--- src/rtl/bird_motion_ctrl_if.sv ---
// Bird motion controller bus: frame/button/collision inputs and sprite-facing outputs.
interface bird_motion_ctrl_if;
  logic        frame_tick;
  logic        flap_btn;
  logic        collide;
  logic [10:0] bird_h_out;
  logic [10:0] bird_v_out;
  logic [1:0]  state_output;
  logic        alive;
  logic        dead_pulse;

  modport master (
    output frame_tick, flap_btn, collide,
    input  bird_h_out, bird_v_out, state_output, alive, dead_pulse
  );

  modport slave (
    input  frame_tick, flap_btn, collide,
    output bird_h_out, bird_v_out, state_output, alive, dead_pulse
  );
endinterface

--- src/rtl/bird_motion_ctrl.sv ---
// Per-frame bird position/animation state: gravity, flap impulse, play/death/restart.
// Optional idle bobbing animation enabled by defining BIRD_IDLE_BOB_EN.
module bird_motion_ctrl #(
    parameter int BIRD_X    = 160,
    parameter int START_Y   = 240,
    parameter int GRAVITY   = 1,
    parameter int FLAP_VEL  = 8,
    parameter int MAX_FALL  = 10,
    parameter int CEIL_Y    = 16,
    parameter int GROUND_Y  = 416,
    parameter int DEAD_HOLD = 60
) (
    input logic               clk,
    input logic               rst,
    bird_motion_ctrl_if.slave bus
);

    typedef enum logic [1:0] {IDLE, PLAY, DEAD} state_e;

    localparam int HW = $clog2(DEAD_HOLD + 1);
    localparam logic signed [11:0] TOP_LIM  = 12'(CEIL_Y + 16);
    localparam logic signed [11:0] BOT_LIM  = 12'(GROUND_Y - 16);
    localparam logic [10:0]        START_V  = 11'(START_Y);
    localparam logic [10:0]        GROUND_V = 11'(GROUND_Y - 16);
    localparam logic signed [7:0]  FLAP_V   = -8'(FLAP_VEL);
    localparam logic signed [7:0]  GRAV_V   = 8'(GRAVITY);
    localparam logic signed [7:0]  MAXF_V   = 8'(MAX_FALL);
    localparam logic [HW-1:0]      HOLD_MAX = HW'(DEAD_HOLD);

    state_e             state_q, state_d;
    logic [10:0]        bird_v_q, bird_v_d;
    logic signed [7:0]  vel_q, vel_d;
    logic [HW-1:0]      hold_q, hold_d;
    logic               pend_q, pend_d;
    logic [2:0]         sync_q;
    logic [1:0]         sout_q, sout_d;
    logic               alive_q, dead_pulse_q;

    logic               flap_evt, grounded, hit_ground;
    logic signed [7:0]  vel_eff, vel_inc, phys_vel;
    logic signed [11:0] next_pos;
    logic [10:0]        phys_v;

`ifdef BIRD_IDLE_BOB_EN
    logic [3:0] bob_cnt_q, bob_cnt_d;
    logic       bob_dn_q, bob_dn_d;
`endif

    // sync_q[1] is the second synchronizer stage, sync_q[2] its previous value
    assign flap_evt = sync_q[1] & ~sync_q[2];
    assign grounded = (bird_v_q == GROUND_V);

    // Shared gravity/clamp step; in DEAD the velocity is floored at 0 so the bird only falls
    always_comb begin
        vel_eff = vel_q;
        if (state_q == PLAY) begin
            if (pend_q) vel_eff = FLAP_V;
        end else if (vel_q < 0) begin
            vel_eff = '0;
        end
        next_pos = $signed({1'b0, bird_v_q}) + $signed({{4{vel_eff[7]}}, vel_eff});
        vel_inc  = vel_eff + GRAV_V;
        phys_v     = next_pos[10:0];
        phys_vel   = (vel_inc > MAXF_V) ? MAXF_V : vel_inc;
        hit_ground = 1'b0;
        if (next_pos < TOP_LIM) begin
            phys_v   = TOP_LIM[10:0];
            phys_vel = '0;
        end else if (next_pos >= BOT_LIM) begin
            phys_v     = GROUND_V;
            phys_vel   = '0;
            hit_ground = 1'b1;
        end
    end

    always_comb begin
        state_d  = state_q;
        bird_v_d = bird_v_q;
        vel_d    = vel_q;
        hold_d   = hold_q;
`ifdef BIRD_IDLE_BOB_EN
        bob_cnt_d = bob_cnt_q;
        bob_dn_d  = bob_dn_q;
`endif
        unique case (state_q)
            IDLE: begin
`ifdef BIRD_IDLE_BOB_EN
                if (bus.frame_tick && !pend_q) begin
                    bob_cnt_d = bob_cnt_q + 4'd1;
                    if (bob_cnt_q[0]) begin
                        if (bob_dn_q && bird_v_q == START_V + 11'd4) begin
                            bob_dn_d = 1'b0;
                            bird_v_d = bird_v_q - 11'd1;
                        end else if (!bob_dn_q && bird_v_q == START_V - 11'd4) begin
                            bob_dn_d = 1'b1;
                            bird_v_d = bird_v_q + 11'd1;
                        end else begin
                            bird_v_d = bob_dn_q ? bird_v_q + 11'd1 : bird_v_q - 11'd1;
                        end
                    end
                end
`else
                bird_v_d = START_V;
`endif
                if (bus.frame_tick && pend_q) begin
                    vel_d   = FLAP_V;
                    state_d = PLAY;
                end
            end
            PLAY: begin
                if (bus.collide) begin
                    state_d = DEAD;
                end else if (bus.frame_tick) begin
                    bird_v_d = phys_v;
                    vel_d    = phys_vel;
                    if (hit_ground) state_d = DEAD;
                end
            end
            DEAD: begin
                if (bus.frame_tick) begin
                    if (!grounded) begin
                        bird_v_d = phys_v;
                        vel_d    = phys_vel;
                    end else if (hold_q == HOLD_MAX && pend_q) begin
                        bird_v_d = START_V;
                        vel_d    = '0;
                        hold_d   = '0;
                        state_d  = IDLE;
                    end else if (hold_q != HOLD_MAX) begin
                        hold_d = hold_q + HW'(1);
                    end
                end
            end
            default: state_d = IDLE;
        endcase
`ifdef BIRD_IDLE_BOB_EN
        if (state_d != IDLE) begin
            bob_cnt_d = '0;
            bob_dn_d  = 1'b1;
        end
`endif

        // A tick skipped because of a collision does not consume the pending flap
        pend_d = pend_q;
        if (bus.frame_tick && !(state_q == PLAY && bus.collide)) pend_d = 1'b0;
        if (flap_evt) pend_d = 1'b1;

        unique case (state_d)
            PLAY:    sout_d = (vel_d < 0) ? 2'd1 : 2'd2;
            DEAD:    sout_d = 2'd3;
`ifdef BIRD_IDLE_BOB_EN
            default: sout_d = bob_dn_d ? 2'd2 : 2'd1;
`else
            default: sout_d = 2'd0;
`endif
        endcase
    end

    always_ff @(posedge clk or posedge rst) begin
        if (rst) begin
            state_q      <= IDLE;
            bird_v_q     <= START_V;
            vel_q        <= '0;
            hold_q       <= '0;
            pend_q       <= 1'b0;
            sync_q       <= '0;
            sout_q       <= '0;
            alive_q      <= 1'b0;
            dead_pulse_q <= 1'b0;
        end else begin
            state_q      <= state_d;
            bird_v_q     <= bird_v_d;
            vel_q        <= vel_d;
            hold_q       <= hold_d;
            pend_q       <= pend_d;
            sync_q       <= {sync_q[1:0], bus.flap_btn};
            sout_q       <= sout_d;
            alive_q      <= (state_d == PLAY);
            dead_pulse_q <= (state_d == DEAD) && (state_q != DEAD);
        end
    end

`ifdef BIRD_IDLE_BOB_EN
    always_ff @(posedge clk or posedge rst) begin
        if (rst) begin
            bob_cnt_q <= '0;
            bob_dn_q  <= 1'b1;
        end else begin
            bob_cnt_q <= bob_cnt_d;
            bob_dn_q  <= bob_dn_d;
        end
    end
`endif

    assign bus.bird_h_out   = 11'(BIRD_X);
    assign bus.bird_v_out   = bird_v_q;
    assign bus.state_output = sout_q;
    assign bus.alive        = alive_q;
    assign bus.dead_pulse   = dead_pulse_q;

endmodule

--- src/flat_wrapper.sv ---
// flat-port wrapper written by rule: the top's interface ports become plain ports
module bird_motion_ctrl_flat 
#(
    parameter int BIRD_X    = 160,
    parameter int START_Y   = 240,
    parameter int GRAVITY   = 1,
    parameter int FLAP_VEL  = 8,
    parameter int MAX_FALL  = 10,
    parameter int CEIL_Y    = 16,
    parameter int GROUND_Y  = 416,
    parameter int DEAD_HOLD = 60
)
  (clk, rst, bus_frame_tick, bus_flap_btn, bus_collide, bus_bird_h_out, bus_bird_v_out, bus_state_output, bus_alive, bus_dead_pulse);
  bird_motion_ctrl_if bus_i ();
  input logic clk;
  input logic rst;
  input wire logic [$bits(bus_i.frame_tick)-1:0] bus_frame_tick;
  input wire logic [$bits(bus_i.flap_btn)-1:0] bus_flap_btn;
  input wire logic [$bits(bus_i.collide)-1:0] bus_collide;
  output wire logic [$bits(bus_i.bird_h_out)-1:0] bus_bird_h_out;
  output wire logic [$bits(bus_i.bird_v_out)-1:0] bus_bird_v_out;
  output wire logic [$bits(bus_i.state_output)-1:0] bus_state_output;
  output wire logic [$bits(bus_i.alive)-1:0] bus_alive;
  output wire logic [$bits(bus_i.dead_pulse)-1:0] bus_dead_pulse;
  assign bus_i.frame_tick = bus_frame_tick;
  assign bus_i.flap_btn = bus_flap_btn;
  assign bus_i.collide = bus_collide;
  assign bus_bird_h_out = bus_i.bird_h_out;
  assign bus_bird_v_out = bus_i.bird_v_out;
  assign bus_state_output = bus_i.state_output;
  assign bus_alive = bus_i.alive;
  assign bus_dead_pulse = bus_i.dead_pulse;
  bird_motion_ctrl #(.BIRD_X(BIRD_X), .START_Y(START_Y), .GRAVITY(GRAVITY), .FLAP_VEL(FLAP_VEL), .MAX_FALL(MAX_FALL), .CEIL_Y(CEIL_Y), .GROUND_Y(GROUND_Y), .DEAD_HOLD(DEAD_HOLD)) u_core (.clk(clk), .rst(rst), .bus(bus_i));
endmodule
--- config.mk ---
export PLATFORM = sky130hd
export DESIGN_NAME = bird_motion_ctrl_flat
export DESIGN_NICKNAME = d
export VERILOG_FILES = /design/src/rtl/bird_motion_ctrl_if.sv /design/src/rtl/bird_motion_ctrl.sv /design/src/flat_wrapper.sv
export SDC_FILE = /design/constraint.sdc
export NUM_CORES = 1
export LEC_CHECK = 0
export BUFFER_PORTS_ARGS = -buffer_cell sky130_fd_sc_hd__buf_2
export CORE_MARGIN = 2
export CORE_UTILIZATION = 50
export DETAILED_ROUTE_END_ITERATION = 7
export PLACE_DENSITY = 0.74
export SLEW_MARGIN = 10
export SYNTH_ARGS = -nofsm -noshare
export SYNTH_HDL_FRONTEND = slang
export SYNTH_SLANG_ARGS = --single-unit
--- constraint.sdc ---
create_clock -name clk -period 4.2 [get_ports clk]
set_input_delay 0.21 -clock clk [delete_from_list [all_inputs] [get_ports clk]]
set_output_delay 0.21 -clock clk [all_outputs]
set_load 0.02 [all_outputs]
==> impl_metrics.ini, run 1 <==
[synth]
synth_edf_count = 0
yosys.area.top_type_share_pct = 26.9
yosys.area_share.adder_pct = 9.36
ys.flop_type = dfrtp_1
synth_top_cell_by_area = dfrtp_1
async_reset_ff_share_pct = 100
synthTopCellsByArea = dfrtp_1 (27%), ha_1 (8.7%), nand2_1 (3.8%), dfstp_2 (3.6%), nor2_1 (3.6%)
synth_xor_area_share_pct = 4.20
post_synth.cell_area_avg_um2 = 8.69
yosys.area_share.simple_pct = 20.7
synth_compound_area_share_pct = 24.7
yosys.cell_types.count = 70
synth_seq_cells = 35
ys_warn_count = 0
ys_seq_area_share_pct = 30.5
synth_top_family_by_area = compound AO/OA/AOI/OAI gates
synthMuxAreaShare_pct = 2.73
syn-cell-area_um2 = 2890
synth_cells = 332

[clocking]
cts_tree = built
clockRootBuffer = clkbuf_8
clkSlewWorstSetupHoldPaths_ns = 0.07
cts_buffers = 5
clock_latency_ns = 0.30
cts.htree.levels = 2
clkSinkCount = 35
clk_path_buf_depth = 2

[placement]
io_buffers = 19
dp_hpwl_um = 5160
gp_congestion = 0.931
place_area_um2 = 3200

[final_layout]
area_growth_pct = 26.5
final_cell_mix = buf_4 (44), dfrtp_1 (31), nor2_1 (28), nand2_1 (27), buf_2 (19)
layout.nets = 416
nFillCells = 450
num_antenna_cells = 0
layout_commonest_cell = buf_4
drive_gt1_share_pct = 33.8
final_cell_area_um2 = 3650

[status]
status = complete, but fails checks
failed_checks = negative hold slack

[sta]
finalCritPeriodShare_pct = 98.3
skew_ns = 0.00970
layout_min_cycle_time_ns = 4.13
tightestPinTransition_ns = 0.676
holdWs_ns = -0.00164
max_freq_ghz = 0.242
relSlewSlack_pct = 54.8
hold_violations = 8
rsz0062_at_grt = true
setup_viol = 0
drv_slew = 0

[global_route]
grt_use_total_pct = 22.7
antenna_found_initial = 0
grt_pass1_vias = 2485
grt-ovfl-total = 0
grt_pass1_wl_um = 11400
grt_max_degree = 36

[die]
fp.dieH_um = 80.0
core_area_um2 = 5540
std_cell_rows = 27
die_w_um = 80.0
io_pins = 31
initial_core_util_pct = 52.1
die_area_um2 = 6400

[worst_setup_path]
crit_fanout = 4
critPathCaptureType = register
critPathKind = register to register
path_delay_family = compound AO/OA/AOI/OAI gates
crit_chain = inv_2 -> ha_4 -> mux2i_4 -> and2_4 -> ha_4 -> inv_2 -> fa_2 -> nor2b_4 -> o21ai_2 -> o211a_4 -> a211oi_4 -> a2111oi_4 -> or2_4 -> and3_4 -> o31a_1 -> ha_1 -> inv_2 -> buf_4 -> a221o_1
start_kind = register
slowest_stage = fa_2
max_stage_delay_ns = 0.42
cp_num_buf_inv = 4
cpMostUsedCell = inv_2
critPathRequiredTime_ns = 4.37
worstPathArrival_ns = 4.30

[routing]
drtIter0Drc = 109
wl_met2_um = 3560
postRouteAntennaNets = 0
totalWireLength_um = 7250
route.met3.wl_um = 291
wl_met1_um = 3280
top_layer = met4
via_per_inst = 5.62
drc = 0
wl_per_cell_um = 15.7
drtPass1Iterations = 4
vias = 2602

[power_and_ir_drop]
p_switching_mw = 1.40
power_density_nw_per_um2 = 852
power.internal_mw = 1.72
total_power_mw = 3.11
seq_power_share_pct = 17.2
peakVddDrop_mv = 0.375
switching_share_pct = 44.8
power_frac_clock_pct = 9.8
combPwrFrac_pct = 72.9
leakage_nw = 1.72

[run]
maxCapViolations = 0

[hold_path]
hold_class = input pin to async pin
[layer usage]
layer  GRT usage, %  up-vias
met5              0        -
met4           6.44        0
met3           4.07       12
met2           38.8       60
met1           29.4     1235
li1               -     1295
[synth_stat cells (all sizes together) (3+ instances only)]
master / n
a211oi: 3
a21oi: 20
a22o: 5
a311oi: 4
a31oi: 3
and2: 10
and3: 11
buf: 18
clkbuf: 4
dfrtp: 31
dfstp: 4
ha: 20
inv: 20
mux2: 4
mux2i: 3
nand2: 29
nand2b: 3
nand3: 10
nand4: 4
nor2: 28
nor2b: 4
nor3: 3
o211a: 3
o211ai: 3
o21a: 7
o21ai: 17
o31ai: 11
xnor2: 5
xor2: 8
[path summary, 6_finish.rpt]
| path | start | to | slack (ns) | cells past startpoint |
|---|---|---|---|---|
| max | u_core.state_q[1] | u_core.bus.state_output[1] | 0.07 | 19 |
| min | rst | u_core.sync_q[1] | -0.002 | 3 |
| max reg2reg | u_core.state_q[1] | u_core.bus.state_output[1] | 0.07 | 19 |
| min reg2reg | u_core.sync_q[0] | u_core.sync_q[1] | 0.36 | 0 |
| max in group asynchronous | rst | u_core.bus.bird_v_out[6] | 3.85 | 3 |
| min in group clk | bus_flap_btn | u_core.sync_q[0] | 0.01 | 1 |
[worst min-delay path, cell delays in order]
cell	delay (ns)
buf_2	0.09
inv_1	0.04
buf_4	0.39
[state kept, by name, indices dropped and copies added (netlist names)]
signal                   count
u_core.bus.alive             1
u_core.pend_q                1
u_core.bus.state_output      2
u_core.hold_q                6
u_core.state_q               2
u_core.vel_q                 8
u_core.bus.bird_v_out       11
u_core.sync_q                3
u_core.bus.dead_pulse        1
[area by class of cell]
class                      count  area [um^2]  share of cell area, %
multi-input combinational    264         2060                   56.3
sequential                    35          881                   24.1
timing repair buffer          64          437                   12.0
tap                           72         90.1                   2.47
inverter                      20         75.1                   2.06
clock buffer                   5         68.8                   1.88
clock inverter                 3         43.8                   1.20
[logic make-up after synthesis]
logic type | after synthesis
muxes | 7
AOI/OAI and AO/OA | 96
buffers and inverters | 42
other | 2
DFF | 35
xor gates and xnor gates | 13
and+or+nand+nor | 116
adders and majority gates | 21
[power groups by stage]
stage | clock (mW) | combinational (mW) | sequential [mW]
global route | 0.326 | 2.45 | 0.547
floorplan | 0 | 1.20 | 0.541
finish | 0.306 | 2.27 | 0.537
detailed placement | 0 | 1.78 | 0.527
global placement | 0 | 1.75 | 0.524
CTS | 0.313 | 1.89 | 0.524
[what timing repair did]
item,CTS,global route
hold buffers,0,0
endpoints found under the setup margin,2,6
buffers inserted,1,14
pin swaps,3,20
resized for setup,8,37
[through the flow]
step                setup WS, ns  TNS, ns  cells  utilization (%)
finish                    0.0723        0    463             65.9
CTS                      0.00103        0    449             60.8
detailed placement        -0.117   -0.207    440             57.7
floorplan                 0.0257        0    341                -
global route             -0.0763  -0.0763    463             65.9
global placement         -0.0149  -0.0149    440             57.7
(Power assumes the default switching activity.)
==> run 2: changes to the inputs <==
--- a/config.mk
+++ b/config.mk
@@ -8,8 +8,9 @@
 export BUFFER_PORTS_ARGS = -buffer_cell sky130_fd_sc_hd__buf_2
 export CORE_MARGIN = 2
 export CORE_UTILIZATION = 50
+export CTS_BUF_LIST = sky130_fd_sc_hd__clkbuf_8 sky130_fd_sc_hd__clkbuf_16
 export DETAILED_ROUTE_END_ITERATION = 7
-export PLACE_DENSITY = 0.74
+export PLACE_DENSITY = 0.72
 export SLEW_MARGIN = 10
 export SYNTH_ARGS = -nofsm -noshare
 export SYNTH_HDL_FRONTEND = slang
==> constraint.sdc (replaced) <==
create_clock -name clk -period 4.8 [get_ports clk]
set_input_delay 0.24 -clock clk [delete_from_list [all_inputs] [get_ports clk]]
set_output_delay 0.24 -clock clk [all_outputs]
set_load 0.02 [all_outputs]
==> run 2 against run 1 <==
The flow now finishes without violations. Via count fell by 4.1%. Global-route usage fell by 1.1 points. Clock skew fell by 0.0047 ns. Total power fell by 32%. Hold slack improved by 0.044 ns. Combinational power fell by 37%. Die area did not move. First-iteration DRC count rose by 54%. Critical path type unchanged. Critical endpoint unchanged. Largest power group unchanged.
==> impl_metrics.ini, run 2 (synthesis results as in run 1) <==
[status]
status = finished, final reports clean

[sta]
setup_viol = 0
relSlewSlack_pct = 53.4
skew_ns = 0.00503
max_freq_ghz = 0.221
layout_min_cycle_time_ns = 4.53
holdWs_ns = 0.0423
tightestPinTransition_ns = 0.692
finalSetupTns_ns = 0
finalCritPeriodShare_pct = 94.4
hold_violations = 0
drv_slew = 0
rsz0062_at_grt = false
setup_slack_ns = 0.270

[final_layout]
final_cell_area_um2 = 3140
final_cell_mix = dfrtp_1 (30), nand2_1 (29), nor2_1 (28), inv_1 (20), ha_1 (20)
final_util_pct = 56.7
num_antenna_cells = 0
layout.nets = 378
area_growth_pct = 8.84
layout_commonest_cell = dfrtp_1
final_cells = 425
drive_gt1_share_pct = 19.3
largest_register_ffs = 11

[clocking]
clockRootBuffer = clkbuf_8
clkSlewWorstSetupHoldPaths_ns = 0.07
cts_hold_buf = 0
cts_tree = built
clkSinkCount = 35
cts.htree.levels = 2
clock_latency_ns = 0.29
cts_buffers = 5
clk_path_buf_depth = 2

[power_and_ir_drop]
power_density_nw_per_um2 = 669
leakage_nw = 1.49
peakVddDrop_mv = 0.351
total_power_mw = 2.10

[routing]
vias = 2496
totalWireLength_um = 6470
drc = 0
drtIter0Drc = 168
postRouteAntennaNets = 0
wl_per_cell_um = 15.2
via_per_inst = 5.87
drtPass1Iterations = 4

[worst_setup_path]
start_kind = register
path_delay_family = compound AO/OA/AOI/OAI gates
critPathRequiredTime_ns = 4.98
cp_num_buf_inv = 2
cpMostUsedCell = ha_1
slowest_stage = dfrtp_2
critPathKind = register to register
worstPathArrival_ns = 4.71
rrSetupSlack_ns = 0.27
crit_chain = inv_1 -> ha_1 -> buf_4 -> and2_1 -> o21a_2 -> ha_1 -> a21oi_2 -> mux2_2 -> a211oi_2 -> o21ba_2 -> a2111oi_4 -> or2_4 -> and3_1 -> o22ai_1 -> ha_1 -> nand2_1 -> nor2_1 -> a221o_1
critPathCaptureType = register
max_stage_delay_ns = 0.43
crit_fanout = 13

[die]
fp.dieH_um = 80.0
io_pins = 31
core_area_um2 = 5540
std_cell_rows = 27
die_w_um = 80.0
initial_core_util_pct = 52.1
die_area_um2 = 6400

[placement]
pre_cts_ws_ns = 0.0788
gp_congestion = 0.892
place_area_um2 = 3020
io_buffers = 19
dp.cells = 417
dp_hpwl_um = 4820

[global_route]
antenna_found_initial = 0
grt_max_degree = 36
grt-ovfl-total = 0
grt_pass1_wl_um = 10900
grt_use_total_pct = 21.7
grt_pass1_vias = 2363

[hold_path]
hold_class = input pin to async pin

[run]
maxCapViolations = 0
run 2: layout make-up:
cell class              instances  area [um^2]
fillers                       503         2400
multi-input cells             264         1860
well taps                      72         90.1
inverters                      20         75.1
clock buffers                   5         68.8
clock inverters                 3         16.3
repair buffers                 26          148
flip-flops and latches         35          882
run 2: worst register-to-register path: stages (launching register included):
cell       delay [ns]
dfrtp_2          0.43
inv_1            0.08
ha_1             0.20
buf_4            0.18
and2_1           0.20
o21a_2           0.25
ha_1             0.32
a21oi_2          0.21
mux2_2           0.37
a211oi_2         0.25
o21ba_2          0.24
a2111oi_4        0.35
or2_4            0.21
and3_1           0.24
o22ai_1          0.14
ha_1             0.25
nand2_1          0.12
nor2_1           0.06
a221o_1          0.31
run 2: power by group:
| group | internal, mW | total (mW) | leakage [nW] | switching (mW) |
|---|---|---|---|---|
| logic | 0.570 | 1.42 | 1.01 | 0.854 |
| registers | 0.383 | 0.471 | 0.443 | 0.0872 |
| clock network | 0.0992 | 0.207 | 0.0453 | 0.107 |
run 2: per-layer routing:
| metal | part of all wire [%] | track usage (%) |
|---|---|---|
| met1 | 47 | 30.0 |
| met2 | 47 | 34.3 |
| met3 | 5.0 | 3.39 |
| met4 | 1.1 | 7.63 |
| met5 | 0 | 0 |
run 2: final timing paths:
path,startpoint,cells past startpoint,end
min in group clk,bus_flap_btn,1,u_core.sync_q[0]
worst max-delay path,u_core.state_q[1],18,u_core.bus.state_output[1]
worst max register to register,u_core.state_q[1],18,u_core.bus.state_output[1]
worst min register to register,u_core.sync_q[0],0,u_core.sync_q[1]
max in group asynchronous,rst,3,u_core.bus.bird_v_out[6]
worst min-delay path,rst,3,u_core.bus.bird_v_out[8]
run 2: timing repair:
item / CTS / global route
setup endpoints to repair: 0 / 2
setup buffers: 0 / 0
resized for setup: 0 / 9
